<file path="src/rtl/bus_pkg.sv">
// Shared bus definitions: master FSM state encoding, slave ids and bus mode
// values used by the master port, the arbiter and the slave ports.
package bus_pkg;

  typedef enum logic [2:0] {
    ST_IDLE  = 3'd0,
    ST_REQ   = 3'd1,
    ST_ADDR  = 3'd2,
    ST_WDATA = 3'd3,
    ST_RWAIT = 3'd4,
    ST_RDATA = 3'd5,
    ST_DONE  = 3'd6
  } state_t;

  localparam logic [1:0] SLAVE0 = 2'b00;
  localparam logic [1:0] SLAVE1 = 2'b01;
  localparam logic [1:0] SLAVE2 = 2'b10;
  localparam logic [1:0] SLAVE3 = 2'b11;

  localparam logic MODE_READ  = 1'b0;
  localparam logic MODE_WRITE = 1'b1;

  // Larger of two elaboration-time integers, used to size the shared shifter.
  function automatic int max_int(input int a, input int b);
    return (a > b) ? a : b;
  endfunction

endpackage

</file>
<file path="src/rtl/bus_master_port_if.sv">
// Local command/response handshake plus the serial bus and arbiter signals
// of one bus master. The master modport is the port logic; the slave modport
// is whatever sits on the other side (local logic, arbiter, slave model).
interface bus_master_port_if #(
  parameter int ADDR_W = 12,
  parameter int DATA_W = 8
);

  logic              cmd_valid;
  logic              cmd_ready;
  logic              cmd_write;
  logic [1:0]        cmd_slave;
  logic [ADDR_W-1:0] cmd_addr;
  logic [DATA_W-1:0] cmd_wdata;
  logic              rsp_valid;
  logic [DATA_W-1:0] rsp_rdata;
  logic              rsp_err;
  logic              request;
  logic [1:0]        slave_sel;
  logic              grant;
  logic              trans_done;
  logic              bus_out;
  logic              bus_out_valid;
  logic              bus_mode;
  logic              bus_in;
  logic              bus_in_valid;

  modport master (
    input  cmd_valid, cmd_write, cmd_slave, cmd_addr, cmd_wdata,
    input  grant, bus_in, bus_in_valid,
    output cmd_ready, rsp_valid, rsp_rdata, rsp_err,
    output request, slave_sel, trans_done, bus_out, bus_out_valid, bus_mode
  );

  modport slave (
    output cmd_valid, cmd_write, cmd_slave, cmd_addr, cmd_wdata,
    output grant, bus_in, bus_in_valid,
    input  cmd_ready, rsp_valid, rsp_rdata, rsp_err,
    input  request, slave_sel, trans_done, bus_out, bus_out_valid, bus_mode
  );

endinterface

</file>
<file path="src/rtl/bus_shift_unit.sv">
// Shared PISO/SIPO shifter. Shifts right: bit 0 leaves first on the serial
// output, new serial bits enter at the top, so after PW shifts the collected
// word sits in the top PW bits. The bit counter restarts on load or clear.
// Next-state values are exported so the owner can register its outputs.
module bus_shift_unit #(
  parameter int W     = 12,
  parameter int PW    = 8,
  parameter int CNT_W = 5
) (
  input  logic             clk,
  input  logic             rst,
  input  logic             load,
  input  logic [W-1:0]     load_data,
  input  logic             clear,
  input  logic             shift_en,
  input  logic             ser_in,
  input  logic [CNT_W-1:0] len,
  output logic             ser_next,
  output logic [PW-1:0]    par_next,
  output logic             at_last
);

  logic [W-1:0]     sreg_r;
  logic [W-1:0]     sreg_next_s;
  logic [CNT_W-1:0] cnt_r;
  logic [CNT_W-1:0] cnt_next_s;

  // Next shift register and counter contents; load has priority over shift.
  always_comb begin
    sreg_next_s = sreg_r;
    cnt_next_s  = cnt_r;
    if (load) begin
      sreg_next_s = load_data;
      cnt_next_s  = {CNT_W{1'b0}};
    end else if (shift_en) begin
      sreg_next_s = {ser_in, sreg_r[W-1:1]};
      cnt_next_s  = clear ? {CNT_W{1'b0}} : (cnt_r + {{(CNT_W-1){1'b0}}, 1'b1});
    end else if (clear) begin
      cnt_next_s = {CNT_W{1'b0}};
    end else begin
      cnt_next_s = cnt_r;
    end
    ser_next = sreg_next_s[0];
    par_next = sreg_next_s[W-1 -: PW];
    at_last  = (cnt_r == (len - {{(CNT_W-1){1'b0}}, 1'b1}));
  end

  // Shift register and bit counter state.
  always_ff @(posedge clk) begin
    if (rst) begin
      sreg_r <= {W{1'b0}};
      cnt_r  <= {CNT_W{1'b0}};
    end else begin
      sreg_r <= sreg_next_s;
      cnt_r  <= cnt_next_s;
    end
  end

endmodule

</file>
<file path="src/rtl/bus_master_port.sv">
// Master-side bus endpoint: accepts one local read/write command, requests
// the bus, serialises address (and write data) once granted, collects serial
// read data, then pulses trans_done/rsp_valid. All outputs are registered
// from the next state so they change cleanly on the clock edge.
module bus_master_port
  import bus_pkg::*;
#(
  parameter int ADDR_W     = 12,
  parameter int DATA_W     = 8,
  parameter int RD_TIMEOUT = 64
) (
  input logic               clk,
  input logic               rst,
  bus_master_port_if.master bif
);

  localparam int SH_W  = max_int(ADDR_W, DATA_W);
  localparam int CNT_W = $clog2(SH_W) + 1;
  localparam int TMO_W = $clog2(RD_TIMEOUT) + 1;

  state_t            state_r;
  state_t            state_next_s;
  logic              accept_s;
  logic              err_r;
  logic              err_next_s;
  logic              write_r;
  logic [1:0]        slave_r;
  logic [ADDR_W-1:0] addr_r;
  logic [DATA_W-1:0] wdata_r;
  logic [TMO_W-1:0]  tmo_r;
  logic              done_next_s;
  logic              drive_next_s;
  logic              on_bus_next_s;

  logic              sh_load_s;
  logic [SH_W-1:0]   sh_load_data_s;
  logic              sh_clear_s;
  logic              sh_shift_s;
  logic [CNT_W-1:0]  sh_len_s;
  logic              sh_ser_next_s;
  logic [DATA_W-1:0] sh_par_next_s;
  logic              sh_at_last_s;

  logic              cmd_ready_r;
  logic              rsp_valid_r;
  logic [DATA_W-1:0] rsp_rdata_r;
  logic              rsp_err_r;
  logic              request_r;
  logic [1:0]        slave_sel_r;
  logic              trans_done_r;
  logic              bus_out_r;
  logic              bus_out_valid_r;
  logic              bus_mode_r;

  bus_shift_unit #(
    .W     (SH_W),
    .PW    (DATA_W),
    .CNT_W (CNT_W)
  ) u_shift (
    .clk       (clk),
    .rst       (rst),
    .load      (sh_load_s),
    .load_data (sh_load_data_s),
    .clear     (sh_clear_s),
    .shift_en  (sh_shift_s),
    .ser_in    (bif.bus_in),
    .len       (sh_len_s),
    .ser_next  (sh_ser_next_s),
    .par_next  (sh_par_next_s),
    .at_last   (sh_at_last_s)
  );

  // Bit count expected in the current phase; the first read bit is taken in
  // RWAIT, so RDATA only needs the remaining DATA_W-1 bits.
  always_comb begin
    case (state_r)
      ST_ADDR:  sh_len_s = CNT_W'(ADDR_W);
      ST_WDATA: sh_len_s = CNT_W'(DATA_W);
      ST_RDATA: sh_len_s = CNT_W'(DATA_W - 1);
      default:  sh_len_s = CNT_W'(DATA_W);
    endcase
  end

  // Next-state logic and shifter control; grant loss outranks phase completion.
  always_comb begin
    state_next_s   = state_r;
    err_next_s     = err_r;
    accept_s       = 1'b0;
    sh_load_s      = 1'b0;
    sh_load_data_s = {SH_W{1'b0}};
    sh_shift_s     = 1'b0;
    case (state_r)
      ST_IDLE: begin
        if (bif.cmd_valid) begin
          accept_s     = 1'b1;
          err_next_s   = 1'b0;
          state_next_s = ST_REQ;
        end else begin
          state_next_s = ST_IDLE;
        end
      end
      ST_REQ: begin
        if (bif.grant) begin
          sh_load_s      = 1'b1;
          sh_load_data_s = SH_W'(addr_r);
          state_next_s   = ST_ADDR;
        end else begin
          state_next_s = ST_REQ;
        end
      end
      ST_ADDR: begin
        if (!bif.grant) begin
          err_next_s   = 1'b1;
          state_next_s = ST_DONE;
        end else begin
          sh_shift_s = 1'b1;
          if (sh_at_last_s && write_r) begin
            sh_load_s      = 1'b1;
            sh_load_data_s = SH_W'(wdata_r);
            state_next_s   = ST_WDATA;
          end else if (sh_at_last_s) begin
            state_next_s = ST_RWAIT;
          end else begin
            state_next_s = ST_ADDR;
          end
        end
      end
      ST_WDATA: begin
        if (!bif.grant) begin
          err_next_s   = 1'b1;
          state_next_s = ST_DONE;
        end else begin
          sh_shift_s = 1'b1;
          if (sh_at_last_s) begin
            state_next_s = ST_DONE;
          end else begin
            state_next_s = ST_WDATA;
          end
        end
      end
      ST_RWAIT: begin
        if (!bif.grant) begin
          err_next_s   = 1'b1;
          state_next_s = ST_DONE;
        end else if (bif.bus_in_valid) begin
          sh_shift_s   = 1'b1;
          state_next_s = (DATA_W == 1) ? ST_DONE : ST_RDATA;
        end else if (tmo_r == TMO_W'(RD_TIMEOUT - 1)) begin
          err_next_s   = 1'b1;
          state_next_s = ST_DONE;
        end else begin
          state_next_s = ST_RWAIT;
        end
      end
      ST_RDATA: begin
        if (!bif.grant) begin
          err_next_s   = 1'b1;
          state_next_s = ST_DONE;
        end else if (bif.bus_in_valid) begin
          sh_shift_s = 1'b1;
          if (sh_at_last_s) begin
            state_next_s = ST_DONE;
          end else begin
            state_next_s = ST_RDATA;
          end
        end else begin
          state_next_s = ST_RDATA;
        end
      end
      ST_DONE: begin
        state_next_s = ST_IDLE;
      end
      default: begin
        state_next_s = ST_IDLE;
      end
    endcase
    sh_clear_s    = (state_next_s != state_r);
    done_next_s   = (state_next_s == ST_DONE);
    drive_next_s  = (state_next_s == ST_ADDR) || (state_next_s == ST_WDATA);
    on_bus_next_s = (state_next_s != ST_IDLE) && (state_next_s != ST_REQ);
  end

  // State and error flag registers.
  always_ff @(posedge clk) begin
    if (rst) begin
      state_r <= ST_IDLE;
      err_r   <= 1'b0;
    end else begin
      state_r <= state_next_s;
      err_r   <= err_next_s;
    end
  end

  // Command capture on acceptance; held for the whole transaction.
  always_ff @(posedge clk) begin
    if (rst) begin
      write_r <= 1'b0;
      slave_r <= 2'b00;
      addr_r  <= {ADDR_W{1'b0}};
      wdata_r <= {DATA_W{1'b0}};
    end else if (accept_s) begin
      write_r <= bif.cmd_write;
      slave_r <= bif.cmd_slave;
      addr_r  <= bif.cmd_addr;
      wdata_r <= bif.cmd_wdata;
    end else begin
      write_r <= write_r;
      slave_r <= slave_r;
      addr_r  <= addr_r;
      wdata_r <= wdata_r;
    end
  end

  // Read timeout counter: restarts on every state change, runs only in RWAIT.
  always_ff @(posedge clk) begin
    if (rst) begin
      tmo_r <= {TMO_W{1'b0}};
    end else if (state_next_s != state_r) begin
      tmo_r <= {TMO_W{1'b0}};
    end else if (state_r == ST_RWAIT) begin
      tmo_r <= tmo_r + {{(TMO_W-1){1'b0}}, 1'b1};
    end else begin
      tmo_r <= tmo_r;
    end
  end

  // Registered outputs derived from the next state.
  always_ff @(posedge clk) begin
    if (rst) begin
      cmd_ready_r     <= 1'b1;
      request_r       <= 1'b0;
      slave_sel_r     <= 2'b00;
      trans_done_r    <= 1'b0;
      rsp_valid_r     <= 1'b0;
      rsp_err_r       <= 1'b0;
      rsp_rdata_r     <= {DATA_W{1'b0}};
      bus_out_r       <= 1'b0;
      bus_out_valid_r <= 1'b0;
      bus_mode_r      <= MODE_READ;
    end else begin
      cmd_ready_r     <= (state_next_s == ST_IDLE);
      request_r       <= (state_next_s != ST_IDLE);
      slave_sel_r     <= (state_next_s == ST_IDLE) ? 2'b00 :
                         (accept_s ? bif.cmd_slave : slave_r);
      trans_done_r    <= done_next_s;
      rsp_valid_r     <= done_next_s;
      rsp_err_r       <= done_next_s && err_next_s;
      bus_out_valid_r <= drive_next_s;
      bus_out_r       <= drive_next_s && sh_ser_next_s;
      bus_mode_r      <= (on_bus_next_s && write_r) ? MODE_WRITE : MODE_READ;
      if (done_next_s && !write_r) begin
        rsp_rdata_r <= sh_par_next_s;
      end else begin
        rsp_rdata_r <= rsp_rdata_r;
      end
    end
  end

  assign bif.cmd_ready     = cmd_ready_r;
  assign bif.request       = request_r;
  assign bif.slave_sel     = slave_sel_r;
  assign bif.trans_done    = trans_done_r;
  assign bif.rsp_valid     = rsp_valid_r;
  assign bif.rsp_err       = rsp_err_r;
  assign bif.rsp_rdata     = rsp_rdata_r;
  assign bif.bus_out       = bus_out_r;
  assign bif.bus_out_valid = bus_out_valid_r;
  assign bif.bus_mode      = bus_mode_r;

endmodule

</file>
<file path="src/flat_wrapper.sv">
// flat-port wrapper written by rule: the top's interface ports become plain ports
module bus_master_port_flat import bus_pkg::*;
#(
  parameter int ADDR_W     = 12,
  parameter int DATA_W     = 8,
  parameter int RD_TIMEOUT = 64
)
  (clk, rst, bif_cmd_valid, bif_cmd_write, bif_cmd_slave, bif_cmd_addr, bif_cmd_wdata, bif_grant, bif_bus_in, bif_bus_in_valid, bif_cmd_ready, bif_rsp_valid, bif_rsp_rdata, bif_rsp_err, bif_request, bif_slave_sel, bif_trans_done, bif_bus_out, bif_bus_out_valid, bif_bus_mode);
  bus_master_port_if #(.ADDR_W(ADDR_W), .DATA_W(DATA_W)) bif_i ();
  input logic clk;
  input logic rst;
  input wire logic [$bits(bif_i.cmd_valid)-1:0] bif_cmd_valid;
  input wire logic [$bits(bif_i.cmd_write)-1:0] bif_cmd_write;
  input wire logic [$bits(bif_i.cmd_slave)-1:0] bif_cmd_slave;
  input wire logic [$bits(bif_i.cmd_addr)-1:0] bif_cmd_addr;
  input wire logic [$bits(bif_i.cmd_wdata)-1:0] bif_cmd_wdata;
  input wire logic [$bits(bif_i.grant)-1:0] bif_grant;
  input wire logic [$bits(bif_i.bus_in)-1:0] bif_bus_in;
  input wire logic [$bits(bif_i.bus_in_valid)-1:0] bif_bus_in_valid;
  output wire logic [$bits(bif_i.cmd_ready)-1:0] bif_cmd_ready;
  output wire logic [$bits(bif_i.rsp_valid)-1:0] bif_rsp_valid;
  output wire logic [$bits(bif_i.rsp_rdata)-1:0] bif_rsp_rdata;
  output wire logic [$bits(bif_i.rsp_err)-1:0] bif_rsp_err;
  output wire logic [$bits(bif_i.request)-1:0] bif_request;
  output wire logic [$bits(bif_i.slave_sel)-1:0] bif_slave_sel;
  output wire logic [$bits(bif_i.trans_done)-1:0] bif_trans_done;
  output wire logic [$bits(bif_i.bus_out)-1:0] bif_bus_out;
  output wire logic [$bits(bif_i.bus_out_valid)-1:0] bif_bus_out_valid;
  output wire logic [$bits(bif_i.bus_mode)-1:0] bif_bus_mode;
  assign bif_i.cmd_valid = bif_cmd_valid;
  assign bif_i.cmd_write = bif_cmd_write;
  assign bif_i.cmd_slave = bif_cmd_slave;
  assign bif_i.cmd_addr = bif_cmd_addr;
  assign bif_i.cmd_wdata = bif_cmd_wdata;
  assign bif_i.grant = bif_grant;
  assign bif_i.bus_in = bif_bus_in;
  assign bif_i.bus_in_valid = bif_bus_in_valid;
  assign bif_cmd_ready = bif_i.cmd_ready;
  assign bif_rsp_valid = bif_i.rsp_valid;
  assign bif_rsp_rdata = bif_i.rsp_rdata;
  assign bif_rsp_err = bif_i.rsp_err;
  assign bif_request = bif_i.request;
  assign bif_slave_sel = bif_i.slave_sel;
  assign bif_trans_done = bif_i.trans_done;
  assign bif_bus_out = bif_i.bus_out;
  assign bif_bus_out_valid = bif_i.bus_out_valid;
  assign bif_bus_mode = bif_i.bus_mode;
  bus_master_port #(.ADDR_W(ADDR_W), .DATA_W(DATA_W), .RD_TIMEOUT(RD_TIMEOUT)) u_core (.clk(clk), .rst(rst), .bif(bif_i));
endmodule
</file>
<file path="config.mk">
export PLATFORM = sky130hd
export DESIGN_NAME = bus_master_port_flat
export DESIGN_NICKNAME = d
export VERILOG_FILES = /design/src/rtl/bus_pkg.sv /design/src/rtl/bus_master_port_if.sv /design/src/rtl/bus_shift_unit.sv /design/src/rtl/bus_master_port.sv /design/src/flat_wrapper.sv
export SDC_FILE = /design/constraint.sdc
export NUM_CORES = 1
export LEC_CHECK = 0
export CAP_MARGIN = 20
export CORE_MARGIN = 2
export CORE_UTILIZATION = 40
export CTS_CLUSTER_DIAMETER = 200
export DETAILED_ROUTE_END_ITERATION = 8
export PLACE_DENSITY_LB_ADDON = 0.15
export SLEW_MARGIN = 25
export SYNTH_ARGS = -nofsm -noshare
export SYNTH_HDL_FRONTEND = slang
export SYNTH_SLANG_ARGS = --single-unit
</file>
<file path="constraint.sdc">
create_clock -name clk -period 4.38 [get_ports clk]
set_clock_uncertainty 0.15 [all_clocks]
set_input_delay 0.438 -clock clk [delete_from_list [all_inputs] [get_ports clk]]
set_output_delay 0.438 -clock clk [all_outputs]
set_load 0.02 [all_outputs]
</file>
==> flow_summary.yaml <==
route:
  drc_errors: 0
  ant_nets: 0
  first_pass_iters: 6
  wl_um: 7290
  via_count: 2729
  avgViaCountPerCell: 5.23
  wl_per_cell_um: 14.0
  drtIter0Drc: 189
min_path:
  holdPathEnd: "u_core.wdata_r[6]"
  whs_path_depth: 2
  min_from: "u_core.wdata_r[6]"
  hold_path_class: "reg -> reg"
sta:
  fin_crit_sh_pct: 67.1
  timing.fmax_ghz: 0.340
  period_minus_slack_ns: 2.94
  rsz0062_at_grt: "false"
  finalSetupTns_ns: 0
  final_hold_viol_count: 0
  timing.final.ws_setup_ns: 1.44
  setup_viol_count_final: 0
  worst_pin_slew_ns: 0.704
  drv_slew: 0
  slew_headroom_pct: 53.0
logic_synthesis:
  synth-seq-area-share_pct: 42.5
  synth_edf_count: 0
  synth_cells: 378
  synth_top_area_share_pct: 42.5
  synth_nets: 409
  synth-main-ff-cell: "dfxtp_1"
  synth_cell_types: 50
  yosysWarnings: 0
  post_synth_instance_area_sq_mm: 0.00321
  synth_area_leaders: "dfxtp_1 (42%), nand2_1 (8.0%), a21oi_1 (7.3%)"
  ys_seq_elements: 68
  async_reset_ff_share_pct: 0
  synth.avg_cell_area_sq_um: 8.48
  synth_top_area_cell: "dfxtp_1"
clock_network:
  cts-buffers-inserted: 9
  clk-insertion-delay-late_ns: 0.35
  clock_path_buffers: 2
  ctsHoldBuffers: 0
  h-tree-depth: 3
  cts_tree: "built"
  cts_resized: 0
  numClockSinks: 68
  root_buffer: "clkbuf_8"
  cts_setup_buffers: 0
  path_clk_slew_ns: 0.07
placement:
  dp.final_hpwl_um: 4890
  place.gp.congestion: 0.843
  port_buffers: 46
  dpl_worst_slack_ns: 1.42
finish:
  diodes: 0
  drive_gt1_share_pct: 11.2
  nets: 447
  n_fill_cell: 743
  final_cell_mix: "nand2_1 (68), dfxtp_1 (68), a21oi_1 (47)"
  syn_to_final_growth_pct: 20.4
die:
  num_rows: 32
  die_x_um: 93.5
  io-pin-count: 47
  core_area_sq_mm: 0.00773
  die_h_um: 93.5
  die_area_sq_mm: 0.00875
  start_util_pct: 41.5
grt:
  grt_pass1_vias: 2495
  grt_pass1_wl_um: 11900
  grt_usage_pct: 17.2
  grt_overflow_total: 0
  antenna_found_initial: 0
  grt_max_degree: 33
setup_path:
  r2r_end: "u_core.bif.rsp_rdata[0]"
  worstPathArrival_ns: 3.02
  reg2reg_from: "u_core.state_r[2]"
  r2r_cells: 6
  endpoint_kind: "flip-flop"
  crit_type: "reg -> reg"
  required_ns: 4.46
  cp_max_fo: 23
  cp-start-kind: "flip-flop"
  r2r_slack_ns: 1.44
power:
  leakagePower_nw: 1.38
  peakVddDrop_mv: 0.156
  p_per_area_mw_per_mm2: 371
run_status:
  status: "completed"
flow_run:
  drv_cap: 0
## area by class of cell
type / count / area, sq um / share of cell area (%)
timing repair buffer: 51 / 493 / 12.8
sequential: 68 / 1360 / 35.3
clock inverter: 4 / 50.0 / 1.30
multi-input combinational: 281 / 1670 / 43.2
inverter: 5 / 18.8 / 0.486
clock buffer: 11 / 141 / 3.66
tap: 102 / 128 / 3.31
## how the worst max path moves through the flow
stage | start | to | cells past startpoint
final | u_core.state_r[2] | u_core.bif.rsp_rdata[0] | 6
after global placement | u_core.state_r[2] | u_core.bif.rsp_rdata[0] | 6
after floorplan | u_core.state_r[2] | u_core.bif.rsp_rdata[0] | 6
after global routing | u_core.state_r[2] | u_core.bif.rsp_rdata[6] | 6
after CTS | u_core.state_r[2] | u_core.bif.rsp_rdata[0] | 6
after detailed placement | u_core.state_r[2] | u_core.bif.rsp_rdata[3] | 6
## cell usage after synthesis (all sizes together) (2+ instances only)
cell and number:
nor3b 6, a221oi 4, nor3 4, dfxtp 68
nand2 68, mux2i 3, o21a 2, buf 2
nor2b 7, o2111ai 8, or2 2, xor2 7
a21oi 47, nand3 6, nor2 39, inv 5
nor4 3, and2b 8, and3 2, a22oi 4
a21o 2, nand4bb 2, nand3b 5, nand4 5
xnor2 2, nand2b 5, ha 2, o21ai 15
o211ai 4, mux2 8, clkbuf 20
## stage by stage
step	total power [W]	std cells	util (%)	area [sq um]	hold WS, ns
after floorplan	0.000859	378	-	3210	0.286
after global placement	0.000932	507	47.5	3670	0.295
after detailed placement	0.000935	507	47.5	3670	0.298
after CTS	0.00145	522	50.0	3860	0.308
after global routing	0.00150	522	50.0	3860	0.322
final	0.00143	522	50.0	3860	0.307
## logic make-up after synthesis
kind of cell / after synthesis / synth area share, %
XOR/XNOR: 9 / 2.46
AND/OR/NAND/NOR: 166 / 26.9
buffers and inverters: 29 / 5.50
multiplexers: 11 / 3.75
AO/OA/AOI/OAI: 93 / 18.2
adder cells (fa/ha/maj): 2 / 0.781
flip-flops: 68 / 42.5
## metal layers
layer | part of all wire (%) | track usage, % | vias to the layer above
met1 | 49 | 23.9 | 1249
met3 | 4.8 | 3.79 | 9
met2 | 44 | 26.0 | 77
li1 | - | - | 1394
met5 | 0 | 0 | -
met4 | 1.3 | 6.25 | 0
## state kept, by name (all words and copies together), names as in the netlist, 2 cells and up
register / flops
u_core.state_r: 3
u_core.tmo_r: 7
u_core.addr_r: 12
u_core.u_shift.cnt_r: 5
u_core.bif.rsp_rdata: 8
u_core.slave_r: 2
u_core.bif.slave_sel: 2
u_core.wdata_r: 8
u_core.u_shift.sreg_r: 12
## worst max-delay path, stage by stage, from the launching register on
cell and delay [ns]:
dfxtp_1 0.78, or3b_4 0.50, nor4b_4 0.32, a311oi_2 0.09, o31a_4 0.20, nor3_4 0.41
mux2_2 0.38
## power breakdown
part           internal, W  switching, W
Clock             0.000275      0.000238
Sequential        0.000654     0.0000338
Combinational     0.000101      0.000132
Total              0.00103      0.000404
No activity file was read; power rests on OpenSTA's default activity.
